## src/rtl/uart_frame_parser.sv

```systemverilog
// Byte-stream frame parser: hunts for 0x55 0xAA LEN payload CHK frames coming from a UART
// receiver, buffers the payload, verifies the additive checksum and then replays the payload
// on a valid/ready stream. Aborted frames raise a one-cycle frame_err with a held cause code.
module uart_frame_parser #(
  parameter int unsigned MAX_LEN     = 16,
  parameter int unsigned TIMEOUT_CYC = 52080
) (
  input  logic       clk,
  input  logic       rst_n,
  input  logic [7:0] rx_byte,
  input  logic       rx_byte_valid,
  input  logic       rx_check_err,
  output logic [7:0] m_data,
  output logic       m_valid,
  input  logic       m_ready,
  output logic       m_last,
  output logic       frame_err,
  output logic [1:0] err_code,
  output logic       byte_drop
);

  // Pointer holds 0..MAX_LEN-1; the buffer is rounded up to a power of two so any pointer
  // value is a legal index.
  localparam int unsigned PtrW  = (MAX_LEN > 1) ? $clog2(MAX_LEN) : 1;
  localparam int unsigned Depth = 1 << PtrW;
  // Timeout counter only ever needs to reach TIMEOUT_CYC-1.
  localparam int unsigned TmoW  = (TIMEOUT_CYC > 1) ? $clog2(TIMEOUT_CYC) : 1;

  localparam logic [7:0]      MaxLenB = 8'(MAX_LEN);
  localparam logic [TmoW-1:0] TmoLast = TmoW'(TIMEOUT_CYC - 1);

  localparam logic [1:0] ErrTimeout = 2'd0;
  localparam logic [1:0] ErrLength  = 2'd1;
  localparam logic [1:0] ErrChksum  = 2'd2;
  localparam logic [1:0] ErrParity  = 2'd3;

  typedef enum logic [2:0] {
    StIdle,
    StHdr2,
    StLen,
    StPayload,
    StChk,
    StOut
  } state_e;

  state_e            state_q;
  logic [PtrW-1:0]   ptr_q;    // write pointer while collecting, read pointer while replaying
  logic [PtrW-1:0]   last_q;   // index of the final payload byte (LEN-1)
  logic [7:0]        sum_q;
  logic [TmoW-1:0]   tmo_q;
  logic [7:0]        buf_q [Depth];

  logic              buf_we;
  logic [PtrW-1:0]   ptr_inc;

  assign buf_we  = (state_q == StPayload) && rx_byte_valid && !rx_check_err;
  assign ptr_inc = ptr_q + PtrW'(1);

  // Payload storage; contents are only read after a full frame has been written.
  always_ff @(posedge clk) begin
    if (buf_we) begin
      buf_q[ptr_q] <= rx_byte;
    end
  end

  // Frame FSM with registered stream outputs, error pulses and timeout supervision.
  always_ff @(posedge clk or negedge rst_n) begin
    if (!rst_n) begin
      state_q   <= StIdle;
      ptr_q     <= '0;
      last_q    <= '0;
      sum_q     <= '0;
      tmo_q     <= '0;
      m_data    <= '0;
      m_valid   <= 1'b0;
      m_last    <= 1'b0;
      frame_err <= 1'b0;
      err_code  <= ErrTimeout;
      byte_drop <= 1'b0;
    end else begin
      frame_err <= 1'b0;
      byte_drop <= 1'b0;
      unique case (state_q)
        StIdle: begin
          tmo_q <= '0;
          if (rx_byte_valid && (rx_byte == 8'h55)) begin
            state_q <= StHdr2;
          end
        end

        StOut: begin
          // Incoming bytes cannot be held anywhere while replaying, so they are dropped.
          if (rx_byte_valid) begin
            byte_drop <= 1'b1;
          end
          if (m_ready) begin
            if (m_last) begin
              m_valid <= 1'b0;
              m_last  <= 1'b0;
              ptr_q   <= '0;
              state_q <= StIdle;
            end else begin
              ptr_q  <= ptr_inc;
              m_data <= buf_q[ptr_inc];
              m_last <= (ptr_inc == last_q);
            end
          end
        end

        StHdr2, StLen, StPayload, StChk: begin
          if (rx_check_err) begin
            // Parity wins over whatever the byte itself would have caused.
            state_q   <= StIdle;
            frame_err <= 1'b1;
            err_code  <= ErrParity;
            tmo_q     <= '0;
          end else if (rx_byte_valid) begin
            // A byte in the timeout cycle is processed normally.
            tmo_q <= '0;
            case (state_q)
              StHdr2: begin
                if (rx_byte == 8'hAA) begin
                  state_q <= StLen;
                end else if (rx_byte != 8'h55) begin
                  state_q <= StIdle;
                end
              end
              StLen: begin
                if ((rx_byte == 8'h00) || (rx_byte > MaxLenB)) begin
                  state_q   <= StIdle;
                  frame_err <= 1'b1;
                  err_code  <= ErrLength;
                end else begin
                  last_q  <= PtrW'(rx_byte - 8'd1);
                  sum_q   <= rx_byte;
                  ptr_q   <= '0;
                  state_q <= StPayload;
                end
              end
              StPayload: begin
                sum_q <= sum_q + rx_byte;
                if (ptr_q == last_q) begin
                  state_q <= StChk;
                end else begin
                  ptr_q <= ptr_inc;
                end
              end
              StChk: begin
                if (rx_byte == sum_q) begin
                  state_q <= StOut;
                  ptr_q   <= '0;
                  m_valid <= 1'b1;
                  m_data  <= buf_q[0];
                  m_last  <= (last_q == '0);
                end else begin
                  state_q   <= StIdle;
                  frame_err <= 1'b1;
                  err_code  <= ErrChksum;
                end
              end
              default: state_q <= StIdle;
            endcase
          end else if (tmo_q == TmoLast) begin
            state_q   <= StIdle;
            frame_err <= 1'b1;
            err_code  <= ErrTimeout;
            tmo_q     <= '0;
          end else begin
            tmo_q <= tmo_q + TmoW'(1);
          end
        end

        default: begin
          state_q <= StIdle;
          m_valid <= 1'b0;
          m_last  <= 1'b0;
        end
      endcase
    end
  end

endmodule

```

## config.mk

```make
export PLATFORM = sky130hd
export DESIGN_NAME = uart_frame_parser
export DESIGN_NICKNAME = d
export VERILOG_FILES = /design/src/rtl/uart_frame_parser.sv
export SDC_FILE = /design/constraint.sdc
export NUM_CORES = 1
export LEC_CHECK = 0
export ABC_AREA = 1
export CAP_MARGIN = 10
export CORE_UTILIZATION = 35
export CTS_CLUSTER_DIAMETER = 80
export DETAILED_ROUTE_END_ITERATION = 6
export GPL_TIMING_DRIVEN = 0
export PLACE_DENSITY_LB_ADDON = 0.15
export SKIP_CTS_REPAIR_TIMING = 1
export SLEW_MARGIN = 10
export SYNTH_ARGS = -nofsm -noshare
export SYNTH_HDL_FRONTEND = slang
export SYNTH_SLANG_ARGS = --single-unit
```

## constraint.sdc

```tcl
create_clock -name clk -period 3.69 [get_ports clk]
set_input_delay 0.738 -clock clk [delete_from_list [all_inputs] [get_ports clk]]
set_output_delay 0.738 -clock clk [all_outputs]
set_load 0.01 [all_outputs]
```

==> run summary, run 1 <==
Antenna viol nets, final = 0
Yosys warnings = 0
Synth unique cells = 35
Endpoint class of the critical path = flip-flop
Fin. max-slew vios = 0
Overflow after GRT = 0
Minimum clock period = 3.44 ns
Initial Util = 35.9%
Clock skew = 0.0194 ns
Skew-Pair Late Insertion Delay = 0.44 ns
Max Clock Freq = 0.290 GHz
I/O pin cnt = 27
CTS clock-pin slew for the worst setup and hold paths = 0.08 ns
Layout cells sized above 1 = 5.76%
Drt via density = 4.80
Critical path peak fanout = 19
Max Used Layer = met4
Synth Flop Type = edfxtp_1
Core Area = 24,500 um^2
Worst ir drop on vdd = 0.318 mV
Routability cong. = 0.885
LEAKAGE = 4.48 nW
Largest net degree at the start of global routing = 35
Least-Margin Pin Slew = 1.17 ns
CP most frequent cell = nand2_1
Layout net count = 1,092
Dominant cell type by area after synthesis = edfxtp_1
Final hold violations = 0
Cell with the most instances after synthesis = nand2_1
DR WL/cell = 16.5 um
DP HPWL = 16,300 um
Seq cells post-synth = 177
CTS tree = yes
Met2 wire length = 10,500 um
DIE AREA = 25,800 um^2
Die H = 161 um
Most frequent cells after synthesis = 323 x nand2_1, 141 x inv_1, 128 x edfxtp_1
Initial antenna violation count = 0
Largest incremental delay on the critical path = 0.99 ns
RSZ-0062 raised after global routing = no
Synth Area per Inst = 8.67 um^2
Status = completed
Post-synth EDFFs = 128
WL final = 23,100 um
Tcrit/Tclk final = 93.3%
Cell Area, Synth = 8810 um^2
# rows = 57
Vias in the first global route = 6,584
CP Cell Sequence = clkdlybuf4s50_1, ha_1, nor2_1, nand2_1, nor2_1, nand2_1, nand2_1, nand2_1, nor2_1, nand2_1, nand2_1, nand2_1
Area growth, synth to finish = 14.8%
# DRC = 0
# diodes = 0
Root Driver = clkbuf_16
Routed met3 length = 888 um
Headroom to the max-slew limit = 21.9%
Syn Inst Count = 1,017
Cts bufs inserted = 17
H-tree depth = 4
Post-Route M1 WL = 11,300 um
Setup TNS Final = 0 ns
Clock net sink count = 177
Critical path's slowest cell = clkdlybuf4s50_1
CTS max path bufs = 2
Most area-consuming cells after synthesis = edfxtp_1 44%, dfrtp_1 14%, nand2_1 14%
Initial drt markers = 562
Fillers = 2,483
All-Layer GR Usage = 19.0%
Critical Path RT = 4.00 ns
Synth async-reset ratio = 27.7%
Max cap viols = 0
Sequential cell area fraction in the yosys report = 57.5%
IO Port Bufs = 26
WP data arrival = 3.75 ns
WS Path Type = primary input to flip-flop
Pwr Density = 592 nW/um^2
Setup violators final = 0
Chip Width = 161 um
Syn nets = 1,046
Vias = 6,719
Synth top area share = 43.6%
Pre-antenna DRT Iters = 7
Hold Path Class = primary input to asynchronous set/reset pin
Utilization after layout = 41.2%
Startpoint types = primary input
First-pass GRT wire length = 36,900 um
cells by family after synthesis:
| kind of cell | synth area share (%) |
|---|---|
| DFF | 57.5 |
| xor gates and xnor gates | 1.55 |
| buffers and inverters | 7.64 |
| AOI/OAI and AO/OA | 3.29 |
| and+or+nand+nor | 27.7 |
| adders and majority gates | 2.36 |
layout make-up:
type                            count  area, um^2  area share [%]
Clock buffer                       17         425            4.20
Tap cell                          324         405            4.01
Buffer                             29         136            1.35
Multi-Input combinational cell    668        3070            30.4
Sequential cell                   177        5070            50.1
Timing Repair Buffer               27         280            2.77
Clock inverter                     15         191            1.89
Inverter                          143         537            5.31
per-layer routing:
layer	GRT usage, %	up-vias
met1	26.4	3174
li1	-	3371
met5	0	-
met2	30.0	140
met3	2.97	34
met4	6.60	0
state kept, by name, summed over array words and instances, names as in the netlist, 2 cells and up:
register	flops
ptr_q	4
m_data	8
sum_q	8
err_code	2
state_q	3
last_q	4
tmo_q	16
buf_q	128
critical path, delay by kind of cell:
family	cells	cell delay (ns)
adder cells (fa/ha/maj)	1	0.65
buffers and inverters	1	0.99
AND/OR/NAND/NOR	10	1.35
where the power goes:
group	internal [mW]	switching [mW]	leakage, nW	total [mW]
Sequential	2.17	0.0387	1.82	2.21
Combinational	0.563	1.34	2.37	1.90
Clock	0.981	0.896	0.298	1.88
path summary, 6_finish.rpt:
check	endpoint	slack, ns	from	cells past startpoint
worst max-delay path	ptr_q[0]	0.25	rx_byte[5]	12
worst max register to register	m_data[3]	0.45	ptr_q[0]	13
worst min-delay path	m_data[4]	0.23	rst_n	1
min in group clk	err_code[1]	0.48	err_code[1]	2
max in group asynchronous	sum_q[4]	2.92	rst_n	2
worst min register to register	err_code[1]	0.48	err_code[1]	2
placed cells by master, fill, tap and decap left out, types with 2 or more instances in the layout:
cell type	n
nor2_2	3
dlymetal6s2s_1	2
dfrtp_1	49
nand2_2	4
clkbuf_16	17
buf_2	14
nand2_1	323
nor2_1	103
nand3_1	120
clkinv_8	4
xor2_2	2
nand4_1	13
o21ai_0	33
ha_1	15
a21oi_1	15
xnor2_1	7
inv_8	4
nand3b_1	3
clkbuf_1	14
nor3_1	11
inv_1	141
xor2_1	3
a31oi_1	2
inv_6	4
edfxtp_1	128
clkdlybuf4s50_1	23
per-stage QoR:
step                      hold WS [ns]  std cells  power, mW  cell area (um^2)  setup WS, ns
after global placement           0.466       1367       4.13              9480        -0.253
final                            0.229       1400       5.99             10100         0.247
after detailed placement         0.469       1368       4.15              9500        -0.239
after CTS                        0.230       1400       6.02             10100         0.201
after floorplan                  0.442       1017       3.49              8810          1.43
after global routing             0.247       1400       6.34             10100        0.0517
No activity file was read; power rests on OpenSTA's default activity.
==> inputs of run 2 (changes only) <==
--- a/config.mk
+++ b/config.mk
@@ -7,6 +7,7 @@
 export LEC_CHECK = 0
 export ABC_AREA = 1
 export CAP_MARGIN = 10
+export CORE_MARGIN = 3
 export CORE_UTILIZATION = 35
 export CTS_CLUSTER_DIAMETER = 80
 export DETAILED_ROUTE_END_ITERATION = 6
==> run 2 against run 1 <==
Against the previous run: sequential cell count unchanged; worst hold slack better by 0.0011 ns; total power up 0.59%; sequential share of layout area down 0.081 points; critical endpoint is now ptr_q[1]; largest power group unchanged; highest routed layer unchanged.
==> run summary, run 2 (same netlist as run 1, synthesis figures left out) <==
Status = completed (unchanged)
Comb power frac = 31.8% (about the same)
Vias in the first global route = 6,330 (was 6,584)
Largest net degree at the start of global routing = 34 (was 35)
Final hold slack = 0.230 ns (was 0.229 ns)
Commonest non-fill, non-tap cell in the layout = nand2_1 (unchanged)
WS Path Type = primary input to flip-flop (unchanged)
Skew-Pair Late Insertion Delay = 0.44 ns (about the same)
Vias = 6,661 (was 6,719)
Placed cells = 1,368 (unchanged)
IO Port Bufs = 26 (unchanged)
Int Power = 3.72 mW (was 3.71 mW)
DIE AREA = 27,100 um^2 (was 25,800 um^2)
Layout cells sized above 1 = 5.76% (unchanged)
DP HPWL = 16,000 um (was 16,300 um)
# diodes = 0 (unchanged)
Biggest regs = buf_q: 128 flops, tmo_q: 16 flops (unchanged)
Max Clock Freq = 0.296 GHz (was 0.290 GHz)
Sw power = 2.30 mW (was 2.27 mW)
Fin. max-slew vios = 0 (unchanged)
H-tree depth = 4 (unchanged)
Sequential power share = 36.6% (was 36.9%)
Initial Util = 35.9% (unchanged)
Final hold violations = 0 (unchanged)
Clock net sink count = 177 (unchanged)
Worst ir drop on vdd = 0.290 mV (was 0.318 mV)
Post-DP Area = 9500 um^2 (unchanged)
Tcrit/Tclk final = 91.4% (was 93.3%)
Layout net count = 1,092 (unchanged)
Critical Path RT = 4.01 ns (was 4.00 ns)
Max cap viols = 0 (unchanged)
Setup violators final = 0 (unchanged)
CTS max path bufs = 2 (unchanged)
WP data arrival = 3.69 ns (was 3.75 ns)
WL final = 22,700 um (was 23,100 um)
Drt via density = 4.76 (was 4.80)
Core Area = 24,500 um^2 (unchanged)
Area growth, synth to finish = 15.0% (was 14.8%)
Startpoint types = primary input (unchanged)
Cts bufs inserted = 17 (unchanged)
Critical path peak fanout = 21 (was 19)
Utilization after layout = 41.3% (was 41.2%)
I/O pin cnt = 27 (unchanged)
Fillers = 2,432 (was 2,483)
Clock skew = 0.0181 ns (was 0.0194 ns)
Routability cong. = 0.838 (was 0.885)
Headroom to the max-slew limit = 25.5% (was 21.9%)
Minimum clock period = 3.37 ns (was 3.44 ns)
Final Instance Count excl. Fillers = 1,400 (unchanged)
Commonest non-fill, non-tap cells in the layout = 323 x nand2_1, 141 x inv_1, 128 x edfxtp_1 (unchanged)
RSZ-0062 raised after global routing = no (unchanged)
Die H = 165 um (was 161 um)
All-Layer GR Usage = 17.4% (was 19.0%)
Overflow after GRT = 0 (unchanged)
DR WL/cell = 16.2 um (was 16.5 um)
Pwr Density = 595 nW/um^2 (was 592 nW/um^2)
Initial antenna violation count = 0 (unchanged)
Initial drt markers = 451 (was 562)
Design Area, Final = 10,100 um^2 (about the same)
Power share of the clock group = 31.6% (was 31.3%)
Max reg flops = 128 (unchanged)
# rows = 57 (unchanged)
Pre-antenna DRT Iters = 5 (was 7)
# DRC = 0 (unchanged)
Hold Path Class = primary input to asynchronous set/reset pin (unchanged)
Endpoint class of the critical path = flip-flop (unchanged)
CTS tree = yes (unchanged)
CTS clock-pin slew for the worst setup and hold paths = 0.08 ns (about the same)
Top reg by flops = buf_q (unchanged)
Net Sw Frac = 38.2% (was 38.0%)
Antenna viol nets, final = 0 (unchanged)
Least-Margin Pin Slew = 1.11 ns (was 1.17 ns)
Chip Width = 165 um (was 161 um)
First-pass GRT wire length = 35,500 um (was 36,900 um)
LEAKAGE = 4.49 nW (was 4.48 nW)
Root Driver = clkbuf_16 (unchanged)
==> run 2: cell count changes in the layout (fill, tap and decap cells not counted) <==
cell | previous run | this run
inv_6 | 4 | 3
clkinvlp_4 | 1 | 0
clkinv_8 | 4 | 6
==> run 2: cell type report <==
| type | instances | area [um^2] | area share, % |
|---|---|---|---|
| inverter | 143 | 537 | 5.30 |
| sequential | 177 | 5070 | 50.0 |
| timing repair buffer | 27 | 280 | 2.77 |
| clock buffer | 17 | 425 | 4.20 |
| buffer | 29 | 136 | 1.35 |
| tap | 324 | 405 | 4.00 |
| clock inverter | 15 | 208 | 2.05 |
| multi-input combinational | 668 | 3070 | 30.3 |
==> run 2: critical path, stage by stage <==
cell and delay (ns):
clkdlybuf4s50_1 0.98, ha_1 0.66, inv_1 0.08, nand3b_1 0.07, nor2_1 0.19, nand2_1 0.14
nand2_1 0.11, nand2_1 0.06, nor2_1 0.31, nand2_1 0.19, nand2_1 0.10, nand2_1 0.06
==> run 2: worst paths after layout <==
kind | startpoint | slack (ns) | cells after the start | endpoint
min | rst_n | 0.23 | 1 | m_data[4]
max in group asynchronous | rst_n | 2.92 | 2 | state_q[2]
min in group clk | err_code[1] | 0.48 | 2 | err_code[1]
max | rx_byte[4] | 0.32 | 12 | ptr_q[1]
max reg2reg | ptr_q[0] | 0.42 | 13 | m_data[3]
min reg2reg | err_code[1] | 0.48 | 2 | err_code[1]
==> run 2: through the flow <==
stage / total power [mW] / TNS, ns / setup slack (ns)
after floorplan: 3.49 / 0 / 1.43
after global placement: 4.16 / -2.77 / -0.312
after detailed placement: 4.17 / -2.23 / -0.261
after CTS: 6.07 / 0 / 0.190
after global routing: 6.39 / 0 / 0.0731
final: 6.02 / 0 / 0.317
==> run 2: power groups by stage <==
stage | clock network [mW] | registers, mW | logic, mW
floorplan | 0 | 2.25 | 1.24
detailed placement | 0 | 2.25 | 1.92
CTS | 1.93 | 2.21 | 1.92
global route | 2.02 | 2.21 | 2.16
finish | 1.90 | 2.21 | 1.92
global placement | 0 | 2.25 | 1.91
==> run 2: per-layer routing <==
metal / up-vias / share of wire [%] / global-route usage, %
met1: 3121 / 47 / 24.1
li1: 3369 / - / -
met5: - / 0 / 0
met3: 31 / 4.4 / 3.16
met4: 0 / 1.9 / 5.45
met2: 140 / 46 / 27.9
==> RTL change: new RTL, flow settings as in run 1 <==
Change the parameter `MAX_LEN` from 16 to 32.
--- a/src/rtl/uart_frame_parser.sv
+++ b/src/rtl/uart_frame_parser.sv
@@ -2,7 +2,7 @@
 // receiver, buffers the payload, verifies the additive checksum and then replays the payload
 // on a valid/ready stream. Aborted frames raise a one-cycle frame_err with a held cause code.
 module uart_frame_parser #(
-  parameter int unsigned MAX_LEN     = 16,
+  parameter int unsigned MAX_LEN     = 32,
   parameter int unsigned TIMEOUT_CYC = 52080
 ) (
   input  logic       clk,
Function: changed (a bounded check fails within 4 cycles, from zero or initial values and one cycle with rst_n low).
==> RTL change against run 1 <==
- routed wire length up 68%
- sequential cell count up 130
- highest routed layer unchanged
- sequential share of layout area up 4.2 points
- clock skew up 0.0055 ns
- largest cell class unchanged
- synthesized area up 63%
- total power up 84%
- largest power group unchanged
- maximum frequency down 1.4%
- worst setup slack worse by 0.050 ns
- design area up 63%
==> RTL change: results (changes against run 1) <==
Global route
  • Largest net degree at the start of global routing: 38 (+8.6%)
  • Global-route wire length before repair: 59,400 um (+61%)
  • Vias in the first global route: 10,000 (+52%)
  • Total track usage: 19.2% (+0.22 points)

Power and ir drop
  • VDD IR max: 345 uV (+8.5%)
  • Total net switching power: 4.07 mW (+79%)
  • Pleak: 6.93 nW (+54%)

Critical path
  • Critical Path AT: 3.96 ns (+0.21 ns)
  • CP peak stage delay: 0.53 ns (-0.46 ns)
  • Crit path max fanout: 11 (-8)
  • Crit path launch: ptr_q[0]
  • Critical R2R Capture: m_data[2]
  • R2R Setup Slk: 0.20 ns (-0.25 ns)
  • Crit-path slowest cell: buf_1

Placement
  • Post-Place Setup Slack: 0.0870 ns (+0.326 ns)
  • GPL Wtd Cong: 0.897 (+1.3%)
  • Placed insts: 2,061 (+51%)

Clocking
  • H-tree levels: 2 (-2)
  • Clock transition at path regs: 0.06 ns (-0.02 ns)
  • Cts bufs inserted: 37 (+20)
  • Clock tree buffer depth: 3 (+1)
  • Clk Latency, worst-skew pair: 0.56 ns (+0.12 ns)

Cells and area
  • Non-CTS buffers: 93 (+66%)
  • Seq. cell area: 0.00896 mm2 (+77%)
  • Non-Filler Instances: 2,126 (+52%)
  • Fraction of layout cells with a size suffix above 1: 8.74% (+3.0 points)
  • Inverters excl. clock: 162 (+13%)
  • Non-Clock Buffer Area Fraction: 4.09% (-0.024 points)
  • Final nets: 1,604 (+47%)
  • Biggest regs: buf_q x256, tmo_q x16
  • Multi-input gate area: 0.00446 mm2 (+45%)
  • Multi-input gate share of total cell area: 27.1% (-3.3 points)
  • CLK BUF: 55 (+38)
  • Multi-input logic cell count: 974 (+46%)
  • Clock-cell share: 6.85% (+0.76 points)
  • FILL cells: 3,956 (+59%)
  • FFs & Latches: 307 (+73%)

Synth
  • Synth Instances: 1,503 (+48%)
  • Syn nets: 1,532 (+46%)
  • Post-synth EDFFs: 256 (+100%)
  • Avg Inst Size Synth: 9.54 um2 (+10%)
  • Dominant cells by area after synthesis: edfxtp_1 54%, nand2_1 14%, dfrtp_1 8.9%
  • Sequential fraction of the synthesis area: 62.5% (+5.0 points)
  • Post-synth ARST share: 16.6% (-11 points)

Timing
  • Fin Hold WS: 0.192 ns (-0.0361 ns)
  • Slew @ Worst Pin: 0.930 ns (-0.240 ns)
  • Fmax: 0.286 GHz (-1.4%)
  • Clk_skew: 0.0249 ns (+0.00551 ns)

Routing
  • Post-route met1 wirelength: 17,900 um (+59%)
  • Via-to-Cell Ratio: 4.84 (+0.81%)
  • Initial DRC Count: 664 (+18%)
  • Max Used Layer: met4
  • Met3 routed WL: 1890 um (+110%)
  • Total wire length: 38,800 um (+68%)
  • Pre-antenna DRT Iters: 5 (-2)

Worst hold path
  • Tightest Hold Check Type: input pin to asynchronous set/reset pin

Status
  • Run status: finished, final reports clean
==> RTL change: cell types whose count changed in the layout (fill, tap and decap cells not counted), sizes merged, moves of 13 or more <==
cell	change
buf	+47
clkbuf	+36
edfxtp	+128
inv	+13
nand2	+199
nand3	+78
==> RTL change: cells by family after synthesis <==
family                     after synthesis  share of synthesized area, %
adders and majority gates               16                          1.45
AOI/OAI and AO/OA                       58                          2.30
DFF                                    307                          62.5
xor gates and xnor gates                24                          1.62
buffers and inverters                  222                          6.34
and+or+nand+nor                        876                          25.8
==> RTL change: power groups by stage <==
stage,Combinational [mW],Clock [mW],Sequential [mW]
after global routing,4.07,3.65,3.94
final,3.67,3.45,3.93
after floorplan,2.30,0,4.01
after CTS,3.69,3.53,3.93
after detailed placement,3.67,0,4.00
after global placement,3.65,0,4.00
==> RTL change: metal layers <==
metal	GRT usage (%)	up-vias
li1	-	5076
met1	26.4	4929
met2	31.1	228
met3	2.68	53
met4	6.16	0
met5	0	-
